$ cat config.mk
export PLATFORM = sky130hd
export DESIGN_NAME = parking_ctrl_n_flat
export DESIGN_NICKNAME = d
export VERILOG_FILES = /design/src/rtl/parking_ctrl_n_if.sv /design/src/rtl/parking_ctrl_n.sv /design/src/flat_wrapper.sv
export SDC_FILE = /design/constraint.sdc
export NUM_CORES = 1
export LEC_CHECK = 0
export BUFFER_PORTS_ARGS = -buffer_cell sky130_fd_sc_hd__buf_4
export CAP_MARGIN = 20
export CORE_UTILIZATION = 45
export DETAILED_ROUTE_END_ITERATION = 7
export MAX_ROUTING_LAYER = met4
export PLACE_DENSITY = 0.69
export SYNTH_ARGS = -nofsm -noshare
export SYNTH_HDL_FRONTEND = slang
export SYNTH_SLANG_ARGS = --single-unit
$ cat constraint.sdc
create_clock -name clk -period 2.1 [get_ports clk]
set_clock_uncertainty 0.05 [all_clocks]
set_input_delay 0.21 -clock clk [delete_from_list [all_inputs] [get_ports clk]]
set_output_delay 0.21 -clock clk [all_outputs]
set_load 0.02 [all_outputs]
$ cat src/rtl/parking_ctrl_n_if.sv
// Bus between the sensor debouncers (master) and the parking controller (slave).
// PARK_BCD_EN adds the two BCD display fields.
interface parking_ctrl_n_if #(
  parameter int NUM_SLOTS = 8
);
  localparam int SLOT_W = $clog2(NUM_SLOTS);
  localparam int CNT_W  = $clog2(NUM_SLOTS + 1);

  logic                 enter;
  logic                 exit;
  logic [SLOT_W-1:0]    exit_slot;
  logic                 door_open;
  logic                 busy;
  logic                 reject;
  logic                 is_full;
  logic                 is_empty;
  logic [CNT_W-1:0]     free_count;
  logic [SLOT_W-1:0]    next_slot;
  logic [SLOT_W-1:0]    last_assigned;
  logic [NUM_SLOTS-1:0] occupancy;
`ifdef PARK_BCD_EN
  logic [7:0]           free_bcd;
  logic [7:0]           next_bcd;
`endif

  modport master (
    output enter, exit, exit_slot,
    input  door_open, busy, reject, is_full, is_empty, free_count,
    input  next_slot, last_assigned, occupancy
`ifdef PARK_BCD_EN
    , input free_bcd, next_bcd
`endif
  );

  modport slave (
    input  enter, exit, exit_slot,
    output door_open, busy, reject, is_full, is_empty, free_count,
    output next_slot, last_assigned, occupancy
`ifdef PARK_BCD_EN
    , output free_bcd, next_bcd
`endif
  );
endinterface

$ cat src/rtl/parking_ctrl_n.sv
// N-slot parking controller: lowest-free-slot allocation, addressed exit, timed door pulse.
// Optional macro PARK_BCD_EN adds BCD free-count and next-slot display outputs.
module parking_ctrl_n #(
  parameter int NUM_SLOTS   = 8,
  parameter int DOOR_CYCLES = 4
) (
  input  logic              clk,
  input  logic              reset,
  parking_ctrl_n_if.slave   bus
);
  localparam int SLOT_W = $clog2(NUM_SLOTS);
  localparam int CNT_W  = $clog2(NUM_SLOTS + 1);
  localparam int TMR_W  = $clog2(DOOR_CYCLES + 1);

  localparam logic [TMR_W-1:0]     DOOR_LOAD = TMR_W'(DOOR_CYCLES - 1);
  localparam logic [CNT_W-1:0]     ALL_FREE  = CNT_W'(NUM_SLOTS);
  localparam logic [CNT_W-1:0]     CNT_ONE   = CNT_W'(1'b1);
  localparam logic [TMR_W-1:0]     TMR_ONE   = TMR_W'(1'b1);
  localparam logic [NUM_SLOTS-1:0] SLOT_ONE  = NUM_SLOTS'(1'b1);
  localparam logic [SLOT_W:0]      SLOT_LIM  = (SLOT_W + 1)'(NUM_SLOTS);

  typedef enum logic [0:0] {
    IDLE = 1'b0,
    DOOR = 1'b1
  } state_t;

  state_t               state_r, state_s;
  logic [TMR_W-1:0]     timer_r, timer_s;
  logic [NUM_SLOTS-1:0] occ_r, occ_s;
  logic [CNT_W-1:0]     free_r, free_s;
  logic                 door_r, door_s;
  logic                 reject_r, reject_s;
  logic [SLOT_W-1:0]    last_r, last_s;

  logic [SLOT_W-1:0]    next_slot_s;
  logic                 found_s;
  logic                 slot_in_range_s;
  logic                 slot_occ_s;
  logic [NUM_SLOTS-1:0] entry_mask_s;
  logic [NUM_SLOTS-1:0] exit_mask_s;
  logic                 full_s;

`ifdef PARK_BCD_EN
  function automatic logic [7:0] to_bcd(input logic [6:0] v);
    return {4'(v / 7'd10), 4'(v % 7'd10)};
  endfunction
`endif

  // Priority encoder: lowest free slot, 0 when the lot is full.
  always_comb begin
    next_slot_s = {SLOT_W{1'b0}};
    found_s     = 1'b0;
    for (int i = 0; i < NUM_SLOTS; i++) begin
      if (!occ_r[i] && !found_s) begin
        next_slot_s = SLOT_W'(i);
        found_s     = 1'b1;
      end else begin
        found_s     = found_s;
      end
    end
  end

  // Exit-slot validation and one-hot update masks.
  always_comb begin
    full_s          = (free_r == {CNT_W{1'b0}});
    slot_in_range_s = ({1'b0, bus.exit_slot} < SLOT_LIM);
    if (slot_in_range_s) begin
      slot_occ_s = occ_r[bus.exit_slot];
    end else begin
      slot_occ_s = 1'b0;
    end
    entry_mask_s = SLOT_ONE << next_slot_s;
    exit_mask_s  = SLOT_ONE << bus.exit_slot;
  end

  // Next-state logic: requests are only considered in IDLE, never queued during DOOR.
  always_comb begin
    state_s  = state_r;
    timer_s  = timer_r;
    occ_s    = occ_r;
    free_s   = free_r;
    door_s   = door_r;
    reject_s = 1'b0;
    last_s   = last_r;
    case (state_r)
      IDLE: begin
        if (bus.enter && bus.exit) begin
          reject_s = 1'b1;
        end else if (bus.enter) begin
          if (full_s) begin
            reject_s = 1'b1;
          end else begin
            occ_s   = occ_r | entry_mask_s;
            last_s  = next_slot_s;
            free_s  = free_r - CNT_ONE;
            door_s  = 1'b1;
            timer_s = DOOR_LOAD;
            state_s = DOOR;
          end
        end else if (bus.exit) begin
          if (slot_occ_s) begin
            occ_s   = occ_r & ~exit_mask_s;
            free_s  = free_r + CNT_ONE;
            door_s  = 1'b1;
            timer_s = DOOR_LOAD;
            state_s = DOOR;
          end else begin
            reject_s = 1'b1;
          end
        end else begin
          reject_s = 1'b0;
        end
      end
      DOOR: begin
        if (timer_r == {TMR_W{1'b0}}) begin
          door_s  = 1'b0;
          state_s = IDLE;
        end else begin
          timer_s = timer_r - TMR_ONE;
        end
      end
      default: begin
        door_s  = 1'b0;
        timer_s = {TMR_W{1'b0}};
        state_s = IDLE;
      end
    endcase
  end

  // State and output registers with synchronous reset.
  always_ff @(posedge clk) begin
    if (reset) begin
      state_r  <= IDLE;
      timer_r  <= {TMR_W{1'b0}};
      occ_r    <= {NUM_SLOTS{1'b0}};
      free_r   <= ALL_FREE;
      door_r   <= 1'b0;
      reject_r <= 1'b0;
      last_r   <= {SLOT_W{1'b0}};
    end else begin
      state_r  <= state_s;
      timer_r  <= timer_s;
      occ_r    <= occ_s;
      free_r   <= free_s;
      door_r   <= door_s;
      reject_r <= reject_s;
      last_r   <= last_s;
    end
  end

  assign bus.door_open     = door_r;
  assign bus.busy          = (state_r == DOOR);
  assign bus.reject        = reject_r;
  assign bus.is_full       = full_s;
  assign bus.is_empty      = (free_r == ALL_FREE);
  assign bus.free_count    = free_r;
  assign bus.next_slot     = next_slot_s;
  assign bus.last_assigned = last_r;
  assign bus.occupancy     = occ_r;

`ifdef PARK_BCD_EN
  // Display is 1-based, so a full lot shows 00 rather than slot 1.
  assign bus.free_bcd = to_bcd(7'(free_r));
  assign bus.next_bcd = full_s ? 8'h00 : to_bcd(7'(next_slot_s) + 7'd1);
`endif

endmodule
$ cat src/flat_wrapper.sv
// flat-port wrapper written by rule: the top's interface ports become plain ports
module parking_ctrl_n_flat 
#(
  parameter int NUM_SLOTS   = 8,
  parameter int DOOR_CYCLES = 4
)
  (clk, reset, bus_enter, bus_exit, bus_exit_slot, bus_door_open, bus_busy, bus_reject, bus_is_full, bus_is_empty, bus_free_count, bus_next_slot, bus_last_assigned, bus_occupancy);
  parking_ctrl_n_if #(.NUM_SLOTS(NUM_SLOTS)) bus_i ();
  input  logic clk;
  input  logic reset;
  input wire logic [$bits(bus_i.enter)-1:0] bus_enter;
  input wire logic [$bits(bus_i.exit)-1:0] bus_exit;
  input wire logic [$bits(bus_i.exit_slot)-1:0] bus_exit_slot;
  output wire logic [$bits(bus_i.door_open)-1:0] bus_door_open;
  output wire logic [$bits(bus_i.busy)-1:0] bus_busy;
  output wire logic [$bits(bus_i.reject)-1:0] bus_reject;
  output wire logic [$bits(bus_i.is_full)-1:0] bus_is_full;
  output wire logic [$bits(bus_i.is_empty)-1:0] bus_is_empty;
  output wire logic [$bits(bus_i.free_count)-1:0] bus_free_count;
  output wire logic [$bits(bus_i.next_slot)-1:0] bus_next_slot;
  output wire logic [$bits(bus_i.last_assigned)-1:0] bus_last_assigned;
  output wire logic [$bits(bus_i.occupancy)-1:0] bus_occupancy;
  assign bus_i.enter = bus_enter;
  assign bus_i.exit = bus_exit;
  assign bus_i.exit_slot = bus_exit_slot;
  assign bus_door_open = bus_i.door_open;
  assign bus_busy = bus_i.busy;
  assign bus_reject = bus_i.reject;
  assign bus_is_full = bus_i.is_full;
  assign bus_is_empty = bus_i.is_empty;
  assign bus_free_count = bus_i.free_count;
  assign bus_next_slot = bus_i.next_slot;
  assign bus_last_assigned = bus_i.last_assigned;
  assign bus_occupancy = bus_i.occupancy;
  parking_ctrl_n #(.NUM_SLOTS(NUM_SLOTS), .DOOR_CYCLES(DOOR_CYCLES)) u_core (.clk(clk), .reset(reset), .bus(bus_i));
endmodule
# == After elaboration in Yosys (flattened, before gate mapping) ==
# Index checks and enable logic that the tools add are counted.
# op_classes
add_sub_neg,3
magnitude_cmp,1
eq_ne,8
shifts,2
mux,50
bitwise_logic,6
reduce_logical,30
# op_table
operator,count
3-bit 2-to-1 mux,12
8-bit 2-to-1 mux,4
1-bit 2-to-1 mux,26
4-bit 2-to-1 mux,4
"1-bit by 3-bit << shifter with 8-bit output, first input constant",2
5-bit AND reduction,3
1-bit logical NOT,13
8-bit AND,1
1-bit logical AND,8
"2-bit inequality test, second input constant",4
8-bit inverter,1
8-bit OR,1
"3-bit inequality test, second input constant",2
3-bit case mux with 2 select lines,1
"4-bit by 1-bit adder with 4-bit output, second input constant",1
"4-bit equality test, second input constant",1
4-bit logical NOT,1
"3-bit by 4-bit < comparator with 1-bit output, second input constant",1
1-bit case mux with 2 select lines,2
4-bit AND reduction,1
2-bit nonzero test,2
"4-bit by 1-bit subtractor with 4-bit output, second input constant",1
1-bit binary-select mux with 3-bit select,1
3-bit logical NOT,1
4 further kinds,6
# totals
reg_bits,21
input_bits,7
out_inout_bits,23
elab_cells,107

# == Logic depth before layout (Yosys ltp) ==
# Gate-level depths: netlist of the first run.
# logic_depth
depth_word,25
mapped_depth,8
depth_no_buf,7

# == Worst setup path before layout of the first run ==
# OpenSTA, ideal clock, no wires.
# synth_timing
path_kind,reg2reg
from,register u_core.occ_r[2] (netlist: u_core.bus.occupancy[2])
to,register u_core.occ_r[7] (netlist: u_core.bus.occupancy[7])
arrival_ns,1.781
t_required_ns,1.949
setup_slack_ns,0.168
stages_incl_launch_ff,7
cell_sequence,dfxtp_1 -> nand4_1 -> a41oi_1 -> and2_1 -> buf_6 -> inv_1 -> o41ai_1
# synth_via
elab_chain_cells,22
# synth_lines
item,line_no,rtl
"start, declared",parking_ctrl_n.sv:29,"logic [NUM_SLOTS-1:0] occ_r, occ_s;"
"start signal, assigned",parking_ctrl_n.sv:135,occ_r <= {NUM_SLOTS{1'b0}};
"start signal, assigned",parking_ctrl_n.sv:143,occ_r <= occ_s;
1-bit logical NOT *,parking_ctrl_n.sv:54,if (!occ_r[i] && !found_s) begin
1-bit logical AND *,parking_ctrl_n.sv:54,
1-bit 2-to-1 mux *,parking_ctrl_n.sv:54,
1-bit logical NOT,parking_ctrl_n.sv:54,
1-bit logical AND,parking_ctrl_n.sv:54,
1-bit 2-to-1 mux,parking_ctrl_n.sv:54,
1-bit logical NOT,parking_ctrl_n.sv:54,
1-bit logical AND,parking_ctrl_n.sv:54,
[7 not listed],--,
1-bit logical NOT,parking_ctrl_n.sv:54,
1-bit logical AND,parking_ctrl_n.sv:54,
3-bit 2-to-1 mux *,parking_ctrl_n.sv:54,
via bus_next_slot[2],flat_wrapper.sv:20,output wire logic [$bits(bus_i.next_slot)-1:0] bus_next_slot;
1-bit by 3-bit << shifter with 8-bit output *,parking_ctrl_n.sv:72,entry_mask_s = SLOT_ONE << next_slot_s;
8-bit OR *,parking_ctrl_n.sv:93,occ_s = occ_r | entry_mask_s;
8-bit 2-to-1 mux *,parking_ctrl_n.sv:90,if (full_s) begin
8-bit 2-to-1 mux *,parking_ctrl_n.sv:89,end else if (bus.enter) begin
# The timed path passes the listed nets; every way through them passes the cells marked *. The select of a mux whose other input is x is not followed.
# A chain may end at the register's enable or synchronous reset.

# == Worst setup path in the final report of the first run ==
# layout_timing
from,register u_core.occ_r[5] (netlist: u_core.bus.occupancy[5])
to,output port bus_next_slot[0]
# layout_via
elab_chain_cells,9
# layout_lines
item,line_no
1-bit logical NOT *,parking_ctrl_n.sv:54
1-bit logical AND *,parking_ctrl_n.sv:54
1-bit 2-to-1 mux,parking_ctrl_n.sv:54
1-bit logical NOT,parking_ctrl_n.sv:54
1-bit logical AND,parking_ctrl_n.sv:54
1-bit 2-to-1 mux,parking_ctrl_n.sv:54
1-bit logical NOT,parking_ctrl_n.sv:54
1-bit logical AND,parking_ctrl_n.sv:54
3-bit 2-to-1 mux *,parking_ctrl_n.sv:54
"end, declared",flat_wrapper.sv:20
# Every way passes the cells marked *; elsewhere a longest branch is shown, timed or not.

==> results of run 1 <==
-- placed cells by master, fill, tap and decap left out, drive strengths merged, types with 2 or more instances in the layout --
| cell type | count |
|---|---|
| o211ai | 2 |
| buf | 32 |
| nand3 | 3 |
| nor3 | 7 |
| nand4 | 3 |
| nor2b | 3 |
| nand2 | 10 |
| nand4b | 2 |
| o31a | 4 |
| nand2b | 4 |
| o21ai | 8 |
| or4 | 2 |
| dfxtp | 21 |
| inv | 12 |
| nor4 | 3 |
| a21oi | 13 |
| clkbuf | 3 |
| ha | 6 |
| o31ai | 2 |
| o41ai | 2 |
| mux2 | 3 |
| nor2 | 15 |
| mux2i | 4 |
-- power groups by stage --
stage          combinational [mW]  sequential (mW)  clock, mW
5_1_grt                     0.369            0.481      0.232
4_1_cts                     0.333            0.475      0.219
3_3_place_gp                0.325            0.481          0
2_1_floorplan               0.186            0.508          0
3_5_place_dp                0.331            0.484          0
6_report                    0.331            0.474      0.210
-- state kept, by name, indices dropped and copies added (netlist names) --
| register | count |
|---|---|
| u_core.bus.reject | 1 |
| u_core.timer_r | 3 |
| u_core.bus.last_assigned | 3 |
| u_core.bus.free_count | 4 |
| u_core.bus.busy | 1 |
| u_core.bus.occupancy | 8 |
| u_core.bus.door_open | 1 |
-- layer usage --
| metal | vias to the layer above | GRT usage, % | part of all wire [%] |
|---|---|---|---|
| met1 | 545 | 26.52 | 48 |
| met2 | 28 | 33.05 | 46 |
| met3 | 5 | 5.386 | 4.5 |
| li1 | 625 | - | - |
| met5 | - | - | 0 |
| met4 | 0 | 8.929 | 1.6 |
-- metrics by stage --
stage | instance area [sq um] | cells | total power, mW | utilization, %
after floorplan | 1280 | 151 | 0.6939 | -
after CTS | 1565 | 213 | 1.026 | 60.43
final | 1567 | 213 | 1.015 | 60.48
after global routing | 1567 | 213 | 1.083 | 60.48
after global placement | 1535 | 209 | 0.8058 | 59.28
after detailed placement | 1535 | 209 | 0.8145 | 59.28
-- cell type report --
cell class / instances / area [sq um]
Inverter: 12 / 45.04
Clock inverter: 1 / 7.507
Multi-Input combinational cell: 114 / 792.0
Clock buffer: 3 / 22.52
Tap cell: 30 / 37.54
Timing Repair Buffer: 32 / 240.2
Sequential cell: 21 / 421.7
Fill cell: 242 / 1023
-- worst max-delay path: stages, from the launching register on --
cell and delay, ps:
dfxtp_2 430, nand2b_1 120, a21boi_0 80, o21ai_1 250, o31a_1 290, inv_1 60, buf_4 150
-- synthesized netlist by cell type, drive strengths merged, types with 4 or more instances --
library cell  instances  area, sq um
mux2i                 4        40.04
o21ai                 8        40.03
a21oi                13        65.06
dfxtp                21        420.4
ha                    6        75.07
nor3                  7        35.03
inv                  12        45.04
nor2                 15        58.81
nand2b                4        25.02
nand2                10        37.54
o31a                  4        35.03
-- path summary, 6_finish.rpt --
kind | start | endpoint | slack, ps | depth (start not counted)
worst min register to register | u_core.timer_r[2] | u_core.timer_r[2] | 440 | 2
worst min-delay path | bus_exit | u_core.bus.busy | 140 | 3
worst max register to register | u_core.bus.occupancy[7] | u_core.timer_r[2] | 210 | 5
worst max-delay path | u_core.bus.occupancy[5] | bus_next_slot[0] | 150 | 6
-- logic make-up (layout without fill, tap and decap cells) --
logic type	count (synthesis)	count (layout)
XOR/XNOR	1	1
AND/OR/NAND/NOR	59	59
AO/OA/AOI/OAI	40	40
buffers and inverters	16	48
multiplexers	7	7
adder cells (fa/ha/maj)	7	7
flip-flops	21	21
==> summary.txt, run 1 <==
Die Ht = 55.33 microns
largest family of logic cells by synthesized area = simple AND/OR/NAND/NOR gates
vias in the first global route = 1128
deepest clock path buffer count = 2
diodes inserted = 0
Setup violations, final = 0
post-synth cell types = 45
# clock sinks = 21
Post-CTS Hold Buffers = 0
total CTS buffers = 3
worst min path class = input pin to register
antenna viol nets, final = 0
Pint = 0.6564 mW
pre-CTS setup slack = 248.4 ps
Tightest Pin Transition = 462.0 ps
number of synthesized register bits = 21
multiplexer area fraction after synthesis = 5.767%
row cnt = 18
adder-cell share of the synthesized area = 7.429%
global route overflow = 0
CP max FO = 8
fin worst setup slack = 146.4 ps
Skew-Pair Late Insertion Delay = 320 ps
RSZ-0062 raised after global routing = no
Synth Instances = 151
FFs w/ async S/R, synth = 0%
Post-CTS Resized = 1
CP required = 1840 ps
Max-slew headroom = 68.79%
Fin. Hold Viols = 0
PD cells = 647.7 nW/um^2
CTS tree = yes
Max Cap Viol = 0
clock power share = 20.7%
Flop pwr share = 46.7%
compound-gate portion of the synthesized area = 23.46%
Max VDD drop = 0.5000 mV
Final min period = 1954 ps
share of cells above drive strength 1 = 24.04%
DP HPWL = 2.171 mm
CP arrival = 1690 ps
wire per inst = 13.55 microns
Final #Nets = 198
dominant synthesized flop cell = dfxtp_1
status = completed
sequential-to-total area share from yosys stat = 32.84%
start-to-end type of the worst setup path = register to primary output
GRT Util Overall = 21.39%
DRT iter0 DRCs = 32
pin count of the biggest net entering global routing = 24
WL final = 2.886 mm
Comb pwr share = 32.6%
gpl congestion = 0.8309
Initial Utilization = 49.42%
die area = 3061 sq um
hold slack = 138.7 ps
post-route setup TNS = 0 ps
Synth Area in Simple Gates = 24.54%
Final Max Slew Viols = 0
crit end category = primary output
initial antenna violation count = 0
Post-Syn Nets = 165
XOR/XNOR Fraction of Synth Area = 0.6843%
Synth Warn # = 0
Residual DRC = 0
clock root buffer = clkbuf_4
Worst Setup Start Kind = register
first-pass GRT wire length = 5.078 mm
DIE WIDTH = 55.33 microns
Synth Cell Area = 1280 sq um
final worst-path cycle share = 93.03%
vias post-DR = 1203
router iterations before antenna repair = 4
LEAKAGE = 0.6569 nW
Syn Area/Cell = 8.477 sq um
Fmax = 511.9 MHz
Post-CTS Setup Inserts = 0
clk slew on worst S/H paths = 130 ps
vias per inst = 5.648
Sw Share = 35.30%
net switching power = 0.3582 mW
Boundary Pins = 30
core area = 2590 sq um
Post-synth EDFFs = 0
# port buffers = 29
H-tree depth = 1
Layout area overhead = 22.38%
(Power assumes the default switching activity.)
==> inputs of run 2 (changes only) <==
--- a/config.mk
+++ b/config.mk
@@ -10,7 +10,7 @@
 export CORE_UTILIZATION = 45
 export DETAILED_ROUTE_END_ITERATION = 7
 export MAX_ROUTING_LAYER = met4
-export PLACE_DENSITY = 0.69
+export PLACE_DENSITY = 0.8
 export SYNTH_ARGS = -nofsm -noshare
 export SYNTH_HDL_FRONTEND = slang
 export SYNTH_SLANG_ARGS = --single-unit
==> run 2 against run 1 <==
- total power fell by 0.25%
- sequential cell count did not move
- die area did not move
- critical path type unchanged
- critical endpoint is now bus_next_slot[2]
- largest cell class unchanged
==> summary.txt, run 2 (same netlist as run 1, synthesis figures left out) <==
CP Buf/Inv Count = 1 (-1)
vias in the first global route = 1173 (+4.0%)
max reg flops = 8 (unchanged)
# clock sinks = 21 (unchanged)
start-to-end type of the worst setup path = register to primary output
gpl congestion = 0.8712 (+4.9%)
PD cells = 650.2 nW/um^2 (+0.39%)
Hold Crit Depth = 3 (unchanged)
wire per inst = 14.73 microns (+8.7%)
row cnt = 18 (unchanged)
# port buffers = 29 (unchanged)
Fmax = 501.5 MHz (-2.0%)
vias post-DR = 1248 (+3.7%)
clk slew on worst S/H paths = 120 ps (about the same)
hold endpoint = u_core.bus.reject
Residual DRC = 0 (unchanged)
Setup violations, final = 0 (unchanged)
post-route setup TNS = 0 ps (unchanged)
Boundary Pins = 30 (unchanged)
antenna viol nets, final = 0 (unchanged)
max incr delay on CP = 490 ps (+60 ps)
Crit Reg-Reg Startpoint = u_core.bus.occupancy[0]
DP HPWL = 2.311 mm (+6.5%)
slack of the worst reg-to-reg path = 160 ps (-50 ps)
Post-CTS Resized = 0 (-1)
R2R Path End = u_core.bus.free_count[2]
Max Cap Viol = 0 (unchanged)
deepest clock path buffer count = 2 (unchanged)
fillers = 241 (-0.41%)
Top delay family on crit path = flip-flops
pin count of the biggest net entering global routing = 24 (unchanged)
LEAKAGE = 0.6554 nW (-0.23%)
router iterations before antenna repair = 4 (unchanged)
clock root buffer = clkbuf_4
placed insts = 208 (-0.48%)
slowest CP cell = dfxtp_1
Die Ht = 55.33 microns (unchanged)
diodes inserted = 0 (unchanged)
final design utilization = 60.10% (-0.39 points)
storage element area = 421.7 sq um (unchanged)
Worst Setup Start Kind = register
Fin. Hold Viols = 0 (unchanged)
total CTS buffers = 3 (unchanged)
Post-CTS Setup Inserts = 0 (unchanged)
Final min period = 1994 ps (+40.46 ps)
Non-Filler Instances = 212 (-0.47%)
Final #Nets = 197 (-0.51%)
CTS tree = yes
DIE WIDTH = 55.33 microns (unchanged)
worst min path class = input pin to register
final worst-path cycle share = 94.95% (+1.9 points)
core area = 2590 sq um (unchanged)
critical path, cell by cell = nand4_1, a41oi_1, buf_4
CP arrival = 1730 ps (+40 ps)
initial antenna violation count = 0 (unchanged)
H-tree depth = 1 (unchanged)
Skew-Pair Late Insertion Delay = 320 ps (about the same)
CP max FO = 8 (unchanged)
multi-input logic area = 792.0 sq um (unchanged)
GRT Util Overall = 22.51% (+1.1 points)
Layout area overhead = 21.60%
min-delay src = bus_exit
status = completed
share of cells above drive strength 1 = 23.63% (-0.42 points)
RSZ-0062 raised after global routing = no
Max-slew headroom = 64.82% (-4.0 points)
die area = 3061 sq um (unchanged)
Max VDD drop = 0.4836 mV (-3.3%)
Final Max Slew Viols = 0 (unchanged)
reg2reg path depth = 5 (unchanged)
DRT iter0 DRCs = 35 (+9.4%)
Initial Utilization = 49.42% (unchanged)
Post-CTS Hold Buffers = 0 (unchanged)
global route overflow = 0 (unchanged)
vias per inst = 5.887 (+4.2%)
crit end category = primary output
commonest non-fill, non-tap cell in the layout = buf_4
CP required = 1840 ps (about the same)
most frequent cells in the layout = 31 x buf_4, 20 x dfxtp_1, 14 x nor2_1, 13 x a21oi_1, 12 x inv_1
first-pass GRT wire length = 5.457 mm (+7.5%)
WL final = 3.123 mm (+8.2%)
hold slack = 159.5 ps (+20.78 ps)
Tightest Pin Transition = 520.9 ps (+58.90 ps)
[run 2: worst max path at each step]
stage | slack [ps] | from | cells past startpoint | end
after floorplan | 170 | u_core.bus.occupancy[2] | 6 | u_core.bus.occupancy[7]
after global placement | 250 | u_core.bus.occupancy[0] | 5 | u_core.bus.free_count[2]
after detailed placement | 180 | u_core.bus.occupancy[0] | 5 | u_core.bus.free_count[2]
after CTS | 0.3 | u_core.bus.occupancy[5] | 6 | bus_next_slot[0]
after global routing | 30 | u_core.bus.occupancy[2] | 3 | bus_next_slot[2]
final | 110 | u_core.bus.occupancy[2] | 3 | bus_next_slot[2]
[run 2: worst register-to-register path: stages, from the launching register on]
cell and delay [ps]:
dfxtp_1 390, or4_1 550, o31a_1 160, and4_1 240, nor2_1 110, mux2_2 340
[run 2: layout make-up]
class                      count  share of cell area, %
timing repair buffer          31                  14.95
multi-input combinational    114                  50.88
tap                           30                  2.412
sequential                    21                  27.09
inverter                      12                  2.894
clock inverter                 1                 0.3215
clock buffer                   3                  1.447
[run 2: through the flow]
stage               area [sq um]  total power, mW  worst slack [ps]
global route                1556            1.075             32.67
global placement            1528           0.8009             254.7
CTS                         1555            1.015            0.3229
detailed placement          1528           0.8155             180.5
floorplan                   1280           0.6939             168.2
finish                      1556            1.012             106.0
[run 2: power breakdown]
| part | leakage [nW] | internal, mW | switching [mW] |
|---|---|---|---|
| logic | 0.466 | 0.150 | 0.181 |
| clock network | 0.0177 | 0.0714 | 0.133 |
| registers | 0.172 | 0.431 | 0.0458 |
| total | 0.655 | 0.653 | 0.360 |
[run 2: metal layers]
metal	track usage, %	wire length (microns)	vias to the layer above
li1	-	-	618
met1	26.70	1422	578
met2	37.69	1465	40
met3	5.386	148	12
met4	6.786	87	0
met5	-	0	-
